===== src/rtl/stack_sequencer.sv =====
// Stack microsequencer: pushes a register pair to memory or pops one back,
// one byte per bus transfer. SP is adjusted through the register array.
// Pair codes (i8080.vh): BC=0 DE=1 HL=2 SP=3 WZ=4 PC=5; nib_sel 1 = high byte.
module stack_sequencer #(
    parameter int XLEN = 8
) (
    input  logic              clk,
    input  logic              rst_n,
    input  logic              start,
    input  logic              op,
    input  logic [2:0]        rp,
    output logic              busy,
    output logic              done,
    output logic              illegal,
    output logic [3:0]        reg_sel,
    output logic [XLEN-1:0]   reg_wdata,
    output logic              reg_wenable,
    output logic              reg_inc,
    output logic              reg_dec,
    input  logic [2*XLEN-1:0] reg_rpdata,
    input  logic [XLEN-1:0]   reg_rdata,
    output logic [2*XLEN-1:0] mem_addr,
    output logic [XLEN-1:0]   mem_wdata,
    input  logic [XLEN-1:0]   mem_rdata,
    output logic              mem_rd,
    output logic              mem_wr,
    input  logic              mem_ready
);

    localparam logic [2:0] RP_BC = 3'd0;
    localparam logic [2:0] RP_DE = 3'd1;
    localparam logic [2:0] RP_HL = 3'd2;
    localparam logic [2:0] RP_SP = 3'd3;
    localparam logic [2:0] RP_WZ = 3'd4;
    localparam logic [2:0] RP_PC = 3'd5;

    localparam logic NIB_LO = 1'b0;
    localparam logic NIB_HI = 1'b1;

    localparam logic [4:0] S_IDLE    = 5'd0;
    localparam logic [4:0] S_ILL     = 5'd1;
    localparam logic [4:0] S_DONE    = 5'd2;
    localparam logic [4:0] S_P_DEC1  = 5'd3;
    localparam logic [4:0] S_P_ADDR1 = 5'd4;
    localparam logic [4:0] S_P_DATA1 = 5'd5;
    localparam logic [4:0] S_P_WR1   = 5'd6;
    localparam logic [4:0] S_P_DEC2  = 5'd7;
    localparam logic [4:0] S_P_ADDR2 = 5'd8;
    localparam logic [4:0] S_P_DATA2 = 5'd9;
    localparam logic [4:0] S_P_WR2   = 5'd10;
    localparam logic [4:0] S_O_ADDR1 = 5'd11;
    localparam logic [4:0] S_O_RD1   = 5'd12;
    localparam logic [4:0] S_O_WB1   = 5'd13;
    localparam logic [4:0] S_O_INC1  = 5'd14;
    localparam logic [4:0] S_O_ADDR2 = 5'd15;
    localparam logic [4:0] S_O_RD2   = 5'd16;
    localparam logic [4:0] S_O_WB2   = 5'd17;
    localparam logic [4:0] S_O_INC2  = 5'd18;

    logic [4:0]        r_state;
    logic [4:0]        w_next;
    logic [2:0]        r_rp;
    logic [XLEN-1:0]   r_capture;
    logic [2*XLEN-1:0] r_mem_addr;
    logic [XLEN-1:0]   r_mem_wdata;
    logic              w_legal;

    // SP itself cannot be pushed or popped; only the five real pairs are accepted.
    assign w_legal = (rp == RP_BC) || (rp == RP_DE) || (rp == RP_HL) ||
                     (rp == RP_WZ) || (rp == RP_PC);

    assign reg_wdata = r_capture;
    assign mem_addr  = r_mem_addr;
    assign mem_wdata = r_mem_wdata;

    // Next-state sequencing; bus states hold until the memory signals ready.
    always_comb begin
        w_next = r_state;
        case (r_state)
            S_IDLE: begin
                if (start) begin
                    if (!w_legal)
                        w_next = S_ILL;
                    else if (op)
                        w_next = S_O_ADDR1;
                    else
                        w_next = S_P_DEC1;
                end
            end
            S_ILL:     w_next = S_IDLE;
            S_P_DEC1:  w_next = S_P_ADDR1;
            S_P_ADDR1: w_next = S_P_DATA1;
            S_P_DATA1: w_next = S_P_WR1;
            S_P_WR1:   w_next = mem_ready ? S_P_DEC2 : S_P_WR1;
            S_P_DEC2:  w_next = S_P_ADDR2;
            S_P_ADDR2: w_next = S_P_DATA2;
            S_P_DATA2: w_next = S_P_WR2;
            S_P_WR2:   w_next = mem_ready ? S_DONE : S_P_WR2;
            S_O_ADDR1: w_next = S_O_RD1;
            S_O_RD1:   w_next = mem_ready ? S_O_WB1 : S_O_RD1;
            S_O_WB1:   w_next = S_O_INC1;
            S_O_INC1:  w_next = S_O_ADDR2;
            S_O_ADDR2: w_next = S_O_RD2;
            S_O_RD2:   w_next = mem_ready ? S_O_WB2 : S_O_RD2;
            S_O_WB2:   w_next = S_O_INC2;
            S_O_INC2:  w_next = S_DONE;
            S_DONE:    w_next = S_IDLE;
            default:   w_next = S_IDLE;
        endcase
    end

    // State, latched pair, read capture and registered bus address/data.
    always_ff @(posedge clk or negedge rst_n) begin
        if (!rst_n) begin
            r_state     <= S_IDLE;
            r_rp        <= 3'd0;
            r_capture   <= '0;
            r_mem_addr  <= '0;
            r_mem_wdata <= '0;
        end else begin
            r_state <= w_next;
            if (r_state == S_IDLE && start && w_legal)
                r_rp <= rp;
            if ((r_state == S_O_RD1 || r_state == S_O_RD2) && mem_ready)
                r_capture <= mem_rdata;
            if (r_state == S_P_ADDR1 || r_state == S_P_ADDR2 ||
                r_state == S_O_ADDR1 || r_state == S_O_ADDR2)
                r_mem_addr <= reg_rpdata;
            if (r_state == S_P_DATA1 || r_state == S_P_DATA2)
                r_mem_wdata <= reg_rdata;
        end
    end

    // Moore decode of register-array commands and bus strobes.
    always_comb begin
        busy        = (r_state != S_IDLE) && (r_state != S_ILL);
        done        = 1'b0;
        illegal     = 1'b0;
        reg_sel     = 4'd0;
        reg_wenable = 1'b0;
        reg_inc     = 1'b0;
        reg_dec     = 1'b0;
        mem_rd      = 1'b0;
        mem_wr      = 1'b0;
        case (r_state)
            S_ILL:  illegal = 1'b1;
            S_DONE: done = 1'b1;
            S_P_DEC1, S_P_DEC2: begin
                reg_sel = {RP_SP, NIB_LO};
                reg_dec = 1'b1;
            end
            S_P_ADDR1, S_P_ADDR2, S_O_ADDR1, S_O_ADDR2: reg_sel = {RP_SP, NIB_LO};
            S_P_DATA1: reg_sel = {r_rp, NIB_HI};
            S_P_DATA2: reg_sel = {r_rp, NIB_LO};
            S_P_WR1, S_P_WR2: mem_wr = 1'b1;
            S_O_RD1, S_O_RD2: mem_rd = 1'b1;
            S_O_WB1: begin
                reg_sel     = {r_rp, NIB_LO};
                reg_wenable = 1'b1;
            end
            S_O_WB2: begin
                reg_sel     = {r_rp, NIB_HI};
                reg_wenable = 1'b1;
            end
            S_O_INC1, S_O_INC2: begin
                reg_sel = {RP_SP, NIB_LO};
                reg_inc = 1'b1;
            end
            default: begin
                reg_sel = 4'd0;
            end
        endcase
    end

endmodule


===== config.mk =====
export PLATFORM = sky130hd
export DESIGN_NAME = stack_sequencer
export DESIGN_NICKNAME = d
export VERILOG_FILES = /design/src/rtl/stack_sequencer.sv
export SDC_FILE = /design/constraint.sdc
export NUM_CORES = 1
export LEC_CHECK = 0
export BUFFER_PORTS_ARGS = -buffer_cell sky130_fd_sc_hd__clkbuf_2
export CORE_ASPECT_RATIO = 0.7
export CORE_MARGIN = 4
export CORE_UTILIZATION = 42
export CTS_CLUSTER_DIAMETER = 60
export DETAILED_ROUTE_END_ITERATION = 7
export PLACE_DENSITY = 0.76
export SLEW_MARGIN = 25
export SYNTH_ARGS = -nofsm -noshare
export SYNTH_HDL_FRONTEND = slang
export SYNTH_SLANG_ARGS = --single-unit

===== constraint.sdc =====
create_clock -name clk -period 1.6 [get_ports clk]
set_input_delay 0.08 -clock clk [delete_from_list [all_inputs] [get_ports clk]]
set_output_delay 0.08 -clock clk [all_outputs]
set_load 0.005 [all_outputs]

Word level (Yosys, flattened, before mapping)
Index checks and enable logic that the tools add are counted.
{"block": "op_classes", "n_shift": 0, "n_mul": 0, "n_div": 0, "n_bitwise": 0, "addsub": 0, "eq_ne": 24, "n_lt_le_gt_ge": 0, "n_reduce_logical": 24, "muxes": 16}
{"operator": "$pmux W5 S17", "n": 1}
{"operator": "$eq A5 B4 Y1 const B", "n": 8}
{"operator": "$eq A5 B3 Y1 const B", "n": 4}
{"operator": "$eq A5 B5 Y1 const B", "n": 3}
{"operator": "$reduce_or A2 Y1", "n": 7}
{"operator": "$mux W4", "n": 3}
{"operator": "$pmux W4 S3", "n": 1}
{"operator": "$eq A5 B2 Y1 const B", "n": 2}
{"operator": "$mux W1", "n": 10}
{"operator": "$logic_or A1 B1 Y1", "n": 9}
{"operator": "$reduce_or A8 Y1", "n": 1}
{"operator": "$eq A3 B3 Y1 const B", "n": 2}
{"operator": "$eq A5 B1 Y1 const B", "n": 1}
{"operator": "$logic_not A5 Y1", "n": 1}
{"operator": "$mux W5", "n": 1}
{"operator": "$ne A5 B1 Y1 const B", "n": 1}
{"operator": "$reduce_bool A5 Y1", "n": 1}
{"operator": "$logic_and A1 B1 Y1", "n": 4}
{"operator": "$eq A3 B1 Y1 const B", "n": 1}
{"operator": "$eq A3 B2 Y1 const B", "n": 1}
{"operator": "$logic_not A3 Y1", "n": 1}
{"operator": "$ne A2 B2 Y1 const B", "n": 1}
{"block": "word_totals", "output_inout_bits": 44, "latch_bits": 0, "mem_bits_rw": 0, "romBits": 0, "memories": 0, "ff_bits": 40}

Longest topological paths before layout
Gate-level depths: netlist of the first run.
{"block": "depth", "word_depth": 8, "depth_mapped": 6, "ltp_nobuf": 4}

Worst setup path after synthesis of the first run
No wires, ideal clock.
{"block": "synth_timing", "path_kind": "reg2reg", "from": "register r_state[1]", "to": "register r_mem_addr[10] (netlist: mem_addr[10])", "arrival_time_ns": 1.558, "period_less_slack_ns": 1.683, "setup_time_ns": 0.125, "stages_incl_launch_ff": 7, "path_buffers": 2, "setup_slack_ns": -0.083, "cell_sequence": "dfrtp_1 -> buf_2 -> nor2_1 -> nand2b_4 -> a21oi_4 -> buf_6 -> mux2_2"}
{"block": "synth_via", "elab_chain_len": 4, "word_cells_on_any_way": 7, "classes_between": "eq/ne (4); reduce/logical (3)"}
{"item": "start, declared", "line_no": "60", "rtl": "logic [4:0] r_state;"}
{"item": "start signal, assigned", "line_no": "121", "rtl": "r_state <= w_next;"}
{"item": "$eq A5 B3 Y1 or $eq A5 B4 Y1 (tied branches)", "line_no": "126", "rtl": "if (r_state == S_P_ADDR1 || r_state == S_P_ADDR2 ||"}
{"item": "$logic_or A1 B1 Y1 (2 in a row)", "line_no": "126"}
{"item": "$logic_or A1 B1 Y1 *", "line_no": "127", "rtl": "r_state == S_O_ADDR1 || r_state == S_O_ADDR2)"}
{"item": "end signal, assigned", "line_no": "128", "rtl": "r_mem_addr <= reg_rpdata;"}
{"item": "end, declared", "line_no": "64", "rtl": "logic [2*XLEN-1:0] r_mem_addr;"}
Mark *: on every way between the ends. The rest lies on a longest branch, timed or not.
A chain may end at the register's enable or synchronous reset.

Worst setup path in the final report of the first run
{"block": "layout_timing", "from": "register r_state[2]", "to": "register r_mem_addr[5] (netlist: mem_addr[5])"}
Same word-level chain as after synthesis.

==> results.yml, run 1 <==
sta:
  max_slew_violation_count: 0
  clock-skew-final_ns: 0.00736
  layout_worst_path_cycle_share: 1.07
  max_slew_margin: 0.676
  rsz_0062_raised_after_global_routing: "yes"
  layout_setup_ws_ns: -0.107
  worst_pin_slew_ns: 0.486
  shortest_clock_period_the_worst_path_allows_after_layout_ns: 1.71
  final-hold-violation-count: 0
  max_freq_mhz: 586
  setup_total_negative_slack_ns: -1.52
  report.final.setup_viol: 18
cells_and_area:
  final_layout_size_suffix_gt1_frac: 0.691
  area_growth_syn_to_layout_pct: 51.9
  antennaDiodeCount: 0
  final.fill_count: 345
  finalInstanceArea_um2: 2870
  num-nets-final: 304
routing:
  length_of_routed_met3_wiring_um: 376
  avgViaCountPerCell: 5.07
  routedLengthMet1_mm: 2.24
  dr.first_iter.drc_count: 81
  dr_total_vias: 1622
  dr.pass1.iters: 4
  antenna_viol_nets_final: 0
  top_signal_layer_used: "met4"
  met2WireLength_mm: 2.37
  finalWirelength_mm: 5.00
  wl_per_cell_um: 15.6
  detail_route.drc_violations: 0
run_status:
  violations: "setup timing"
  outcome: "complete, but fails checks"
global_routing:
  antenna_violations_before_repair: 0
  grt_pass1_vias: 1680
  grt_pass1_wl_mm: 7.95
  grt_max_degree: 41
  globalRouteTotalUtil: 0.180
  grt_overflow: 0
clock_network:
  cts.reportedPaths.clkPinSlew_ns: 0.08
  clkLatencyLatePin_ns: 0.29
  cts_sinks: 40
  cts_max_path_buffers: 2
  cts-htree-levels: 2
  tritoncts.num_buffers: 5
  cts_root_buffer: "sky130_fd_sc_hd__clkbuf_8"
  cts_tree: "done"
synthesis:
  synth_top_cells_by_count: "40 x sky130_fd_sc_hd__dfrtp_1, 33 x sky130_fd_sc_hd__mux2_2, 6 x sky130_fd_sc_hd__a21oi_1, 6 x sky130_fd_sc_hd__buf_2"
  synth.lib_cells_used.distinct: 37
  yosysMostFrequentCell: "sky130_fd_sc_hd__dfrtp_1"
  ys_async_sr_fraction: 1.00
  yosys.area.top_type_share: 0.529
  top_area_cells_in_the_synthesized_netlist: "sky130_fd_sc_hd__dfrtp_1 53%, sky130_fd_sc_hd__mux2_2 20%, sky130_fd_sc_hd__nor2b_1 1.7%"
  synth_top_cell_by_area: "sky130_fd_sc_hd__dfrtp_1"
  synth.yosys.seq_area_share: 0.529
  yosys_register_bits: 40
  mappedNetlistNets: 190
  synth.yosys.warnings: 0
  post_synth_edffs: 0
  synth_flop_cell: "sky130_fd_sc_hd__dfrtp_1"
  syn-mean-instance-area_um2: 12.6
  syn-cell-area_um2: 1890
  syn_inst: 150
floorplanning:
  fp.dieH_um: 64.2
  core_area_um2: 4350
  fp-row-count: 20
  floorplan.io_pins: 84
  die_area_um2: 5660
  floorplan.initialDensity: 0.434
  floorplan_die_width_um: 88.2
critical_path:
  critPathArrivalTime_ns: 1.88
  timing.setup.critical_path_class: "flop to flop"
  critPathMaxStageDelay_ns: 0.46
  worst_ep_required_time_ns: 1.77
  path_cells: "buf_4, xnor2_4, nand2b_4, a21oi_4, buf_12, mux2_2"
  timing.critical_path.to_type: "flop"
  timing.critical_path.slowest_stage_cell: "sky130_fd_sc_hd__dfrtp_2"
  cp-start-kind: "flop"
  critical_path_peak_fanout: 16
placement:
  detailedPlace.worstSlack_ns: 0.0177
  gpl.final_weighted_congestion: 0.839
  place_area_um2: 2470
  post-dp-hpwl_mm: 3.57
  portBuffers: 83
job:
  max_cap_viol_count: 0
power_and_ir_drop:
  static-leakage-power_nw: 1.43
  ir_worst_vdd_uv: 1090
  pwr_density_cell_nw_per_um2: 2170
  power_mw: 6.23
worst_hold_path:
  hold_path.class: "input port to flop"
[state kept, by name, summed over array words and instances, names as in the netlist]
signal and flops:
reg_wdata 8, mem_wdata 8, mem_addr 16, r_state 5, r_rp 3
[cells by family after synthesis]
family	after synthesis	synth area share
DFF	40	0.529
AOI/OAI and AO/OA	26	0.102
muxes	35	0.208
and+or+nand+nor	34	0.108
buffers and inverters	11	0.0337
xor gates and xnor gates	4	0.0185
[power by group]
part | switching, mW | leakage (nW) | internal (mW)
combinational | 1.44 | 0.896 | 2.10
clock | 0.340 | 0.0552 | 0.463
sequential | 0.346 | 0.480 | 1.53
total | 2.13 | 1.43 | 4.10
[metal layers]
metal,global-route usage,vias up
met1,0.246,781
met4,0.0283,0
li1,-,776
met5,0,-
met3,0.0580,5
met2,0.285,60
[placed cells by master, fill, tap and decap left out, types with 3 or more instances in the layout]
| master | instances |
|---|---|
| sky130_fd_sc_hd__dfrtp_1 | 36 |
| sky130_fd_sc_hd__nor2_1 | 4 |
| sky130_fd_sc_hd__a21oi_2 | 3 |
| sky130_fd_sc_hd__clkbuf_8 | 5 |
| sky130_fd_sc_hd__mux2_2 | 30 |
| sky130_fd_sc_hd__mux2_4 | 5 |
| sky130_fd_sc_hd__clkbuf_2 | 79 |
| sky130_fd_sc_hd__a21o_1 | 3 |
| sky130_fd_sc_hd__nor2b_1 | 3 |
| sky130_fd_sc_hd__nor3_1 | 3 |
| sky130_fd_sc_hd__buf_2 | 3 |
| sky130_fd_sc_hd__a21oi_1 | 3 |
| sky130_fd_sc_hd__buf_4 | 24 |
| sky130_fd_sc_hd__buf_6 | 8 |
| sky130_fd_sc_hd__dfrtp_2 | 4 |
| sky130_fd_sc_hd__nand2_1 | 4 |
| sky130_fd_sc_hd__o21ai_0 | 3 |
[area by class of cell]
type | count | area (µm²) | area share
clock buffer | 6 | 72.6 | 0.0253
timing repair buffer | 117 | 726 | 0.253
inverter | 1 | 3.75 | 0.00131
tap | 55 | 68.8 | 0.0240
multi-input combinational | 99 | 961 | 0.334
sequential | 40 | 1010 | 0.350
clock inverter | 2 | 35.0 | 0.0122
[worst paths after layout]
kind                               from           end  slack [ns]  cells past startpoint
min                        mem_rdata[1]  reg_wdata[1]        0.02                      2
max in group asynchronous         rst_n    r_state[3]        0.85                      3
min reg2reg                mem_wdata[5]  mem_wdata[5]        0.51                      1
max reg2reg                  r_state[2]   mem_addr[5]       -0.11                      6
max                          r_state[2]   mem_addr[5]       -0.11                      6
min in group asynchronous         rst_n  reg_wdata[3]        0.38                      3
[worst max-delay path, delay by kind of cell, from the launching register on]
kind                   cells  cell delay, ns
AO/OA/AOI/OAI              1            0.14
multiplexers               1            0.35
flip-flops                 1            0.46
XOR/XNOR                   1            0.15
buffers and inverters      2            0.34
AND/OR/NAND/NOR            1            0.15
[through the flow]
| stage | instances | util | hold slack [ns] |
|---|---|---|---|
| 2_1_floorplan | 150 | - | -0.216 |
| 3_3_place_gp | 296 | 0.566 | 0.167 |
| 3_5_place_dp | 296 | 0.566 | 0.167 |
| 4_1_cts | 313 | 0.621 | 0.0156 |
| 5_1_grt | 320 | 0.660 | 0.00655 |
| 6_report | 320 | 0.660 | 0.0203 |
[what timing repair did]
action / 4_1_cts / 5_1_grt
hold buffers: 1 / 0
pin swaps: 3 / 7
buffers inserted: 8 / 7
endpoints found under the hold margin: 40 / 0
endpoints found under the setup margin: 4 / 48
resized for setup: 15 / 28
No activity file was read; power rests on OpenSTA's default activity.
==> run 2, diff against run 1 <==
- ABC_AREA: unset -> 1
- CORE_UTILIZATION: 42 -> 43
- PLACE_DENSITY: 0.76 -> 0.77
- SKIP_CTS_REPAIR_TIMING: unset -> 1
==> results.yml, run 2 <==
critical_path:
  critical_path_peak_fanout: 6
  r2r.worst_path.cells: 8
  path_cells: "nand2_4, nor2_4, nand2_1, o21ai_2, nor3_4, nand2_1, clkbuf_2"
  cp-start-kind: "flop"
  reg2reg_setup_slack_ns: 0.11
  cp.buffers_inverters: 1
  timing.critical_path.max_delay_family: "simple AND/OR/NAND/NOR gates"
  critical_path.reg2reg.endpoint: "r_state[0]"
  timing.critical_path.slowest_stage_cell: "sky130_fd_sc_hd__dfrtp_2"
  timing.critical_path.to_type: "primary output"
  crit-reg2reg-launch: "r_state[3]"
  critPathMaxStageDelay_ns: 0.50
  worst_ep_required_time_ns: 1.52
  critPathArrivalTime_ns: 1.58
  cp_common_cell: "sky130_fd_sc_hd__nand2_1"
  timing.setup.critical_path_class: "flop to primary output"
sta:
  shortest_clock_period_the_worst_path_allows_after_layout_ns: 1.66
  final-hold-violation-count: 7
  layout_worst_path_cycle_share: 1.04
  max_slew_margin: 0.658
  clock-skew-final_ns: 0.00448
  rsz_0062_raised_after_global_routing: "yes"
  worst_pin_slew_ns: 0.512
  max_freq_mhz: 601
  max_slew_violation_count: 0
  whs_ns: -0.0178
  layout_setup_ws_ns: -0.0646
  report.final.setup_viol: 4
clock_network:
  cts_root_buffer: "sky130_fd_sc_hd__clkbuf_8"
  clkLatencyLatePin_ns: 0.29
  cts_max_path_buffers: 2
  cts_tree: "done"
  tritoncts.num_buffers: 5
  cts_sinks: 40
  cts-htree-levels: 2
  cts.reportedPaths.clkPinSlew_ns: 0.08
cells_and_area:
  num-nets-final: 401
  finalInstanceArea_um2: 3020
  layout_commonest_cell: "sky130_fd_sc_hd__clkbuf_2"
  final_cell_count_no_fill: 417
  layout_common_cells: "82 x sky130_fd_sc_hd__clkbuf_2, 66 x sky130_fd_sc_hd__nand2_1, 36 x sky130_fd_sc_hd__dfrtp_1, 24 x sky130_fd_sc_hd__inv_1, 24 x sky130_fd_sc_hd__nand3_1"
  area_growth_syn_to_layout_pct: 50.3
  largest_register_ff_count: 16
  final_layout_size_suffix_gt1_frac: 0.459
  antennaDiodeCount: 0
  final.fill_count: 343
synthesis:
  top_area_cells_in_the_synthesized_netlist: "sky130_fd_sc_hd__dfrtp_1 50%, sky130_fd_sc_hd__nand2_1 13%, sky130_fd_sc_hd__nand3_1 6.7%"
  syn-cell-area_um2: 2010
  yosysMostFrequentCell: "sky130_fd_sc_hd__nand2_1"
  ys_async_sr_fraction: 1.00
  synth_flop_cell: "sky130_fd_sc_hd__dfrtp_1"
  synth.yosys.warnings: 0
  synth_top_cell_by_area: "sky130_fd_sc_hd__dfrtp_1"
  syn_inst: 243
  synth.yosys.seq_area_share: 0.499
  synth_top_cells_by_count: "72 x sky130_fd_sc_hd__nand2_1, 40 x sky130_fd_sc_hd__dfrtp_1, 28 x sky130_fd_sc_hd__inv_1"
  syn-mean-instance-area_um2: 8.25
  synth.lib_cells_used.distinct: 26
  yosys.area.top_type_share: 0.499
  post_synth_edffs: 0
  yosys_register_bits: 40
  mappedNetlistNets: 283
run_status:
  violations: "hold timing, setup timing"
  outcome: "complete, but fails checks"
floorplanning:
  fp.dieH_um: 65.1
  floorplan.initialDensity: 0.453
  fp-row-count: 20
  core_area_um2: 4430
  floorplan.io_pins: 84
  floorplan_die_width_um: 89.6
  die_area_um2: 5840
global_routing:
  grt_overflow: 0
  grt_pass1_wl_mm: 8.02
  grt_max_degree: 41
  antenna_violations_before_repair: 0
  globalRouteTotalUtil: 0.180
  grt_pass1_vias: 1682
power_and_ir_drop:
  ir_worst_vdd_uv: 965
  pwr_density_cell_nw_per_um2: 1890
  power_mw: 5.71
  static-leakage-power_nw: 1.67
job:
  max_cap_viol_count: 0
placement:
  post-dp-hpwl_mm: 3.74
  gpl.final_weighted_congestion: 0.897
  portBuffers: 83
  placedCellCount: 384
  place_area_um2: 2510
routing:
  dr.first_iter.drc_count: 120
  detail_route.drc_violations: 0
  dr_total_vias: 2002
  avgViaCountPerCell: 4.80
  wl_per_cell_um: 13.6
  antenna_viol_nets_final: 0
  finalWirelength_mm: 5.67
  dr.pass1.iters: 4
worst_hold_path:
  holdCritStartpoint: "reg_rdata[3]"
  min_to: "mem_wdata[3]"
  hold_path.class: "input port to flop"
  hold_path_depth: 3
[run 2: cell types whose count changed in the layout (fill, tap and decap cells not counted), sizes merged, moves of 5 or more]
cell         change
nor2            +19
mux2            -35
o21ai           +23
nand2           +71
buf             -11
nand3           +29
dlygate4sd3      +9
nor2b            -5
inv             +31
a21oi            -6
[run 2: final cells by class]
class	instances	area, µm²	share of cell area
multi-input combinational	164	947	0.314
tap	55	68.8	0.0228
sequential	40	1010	0.334
inverter	32	130	0.0432
clock buffer	6	82.6	0.0274
clock inverter	2	38.8	0.0129
timing repair buffer	118	742	0.246
[run 2: cell families after synthesis]
logic type | after synthesis | synth area share
compound gates | 30 | 0.110
buf+inv | 39 | 0.0917
flops | 40 | 0.499
simple gates | 134 | 0.299
[run 2: per-stage QoR]
stage | setup TNS, ns | utilization | worst slack [ns]
5_1_grt | -0.545 | 0.681 | -0.122
6_report | -0.121 | 0.681 | -0.0646
3_3_place_gp | 0 | 0.568 | 0.0717
3_5_place_dp | 0 | 0.568 | 0.0550
4_1_cts | -0.905 | 0.595 | -0.213
2_1_floorplan | 0 | - | 0.266
[run 2: layer usage]
| layer | GRT usage | part of all wire |
|---|---|---|
| met1 | 0.266 | 0.44 |
| met3 | 0.0564 | 0.082 |
| met2 | 0.249 | 0.46 |
| met5 | 0 | 0 |
| met4 | 0.0558 | 0.015 |
[run 2: worst register-to-register path, cell delays in order (launching register included)]
cell	delay, ns
sky130_fd_sc_hd__dfrtp_2	0.49
sky130_fd_sc_hd__nor2_4	0.20
sky130_fd_sc_hd__buf_4	0.14
sky130_fd_sc_hd__buf_4	0.09
sky130_fd_sc_hd__nand3_1	0.09
sky130_fd_sc_hd__nor2_1	0.21
sky130_fd_sc_hd__inv_1	0.06
sky130_fd_sc_hd__nand2_1	0.06
sky130_fd_sc_hd__inv_1	0.03
[run 2: how the worst max path moves through the flow]
stage | from | endpoint | slack (ns) | cells after the start
2_1_floorplan | r_state[4] | mem_addr[11] | 0.27 | 7
3_3_place_gp | r_state[2] | r_rp[0] | 0.07 | 6
3_5_place_dp | r_state[2] | r_rp[0] | 0.06 | 6
4_1_cts | r_state[2] | reg_sel[1] | -0.21 | 6
5_1_grt | r_state[3] | reg_sel[2] | -0.12 | 8
6_report | r_state[2] | reg_sel[2] | -0.06 | 7
[run 2: where the power goes]
part	internal (mW)	total (mW)	leakage [nW]	switching, mW
combinational	1.36	2.96	1.11	1.61
sequential	1.50	1.87	0.496	0.366
clock	0.510	0.875	0.0614	0.365
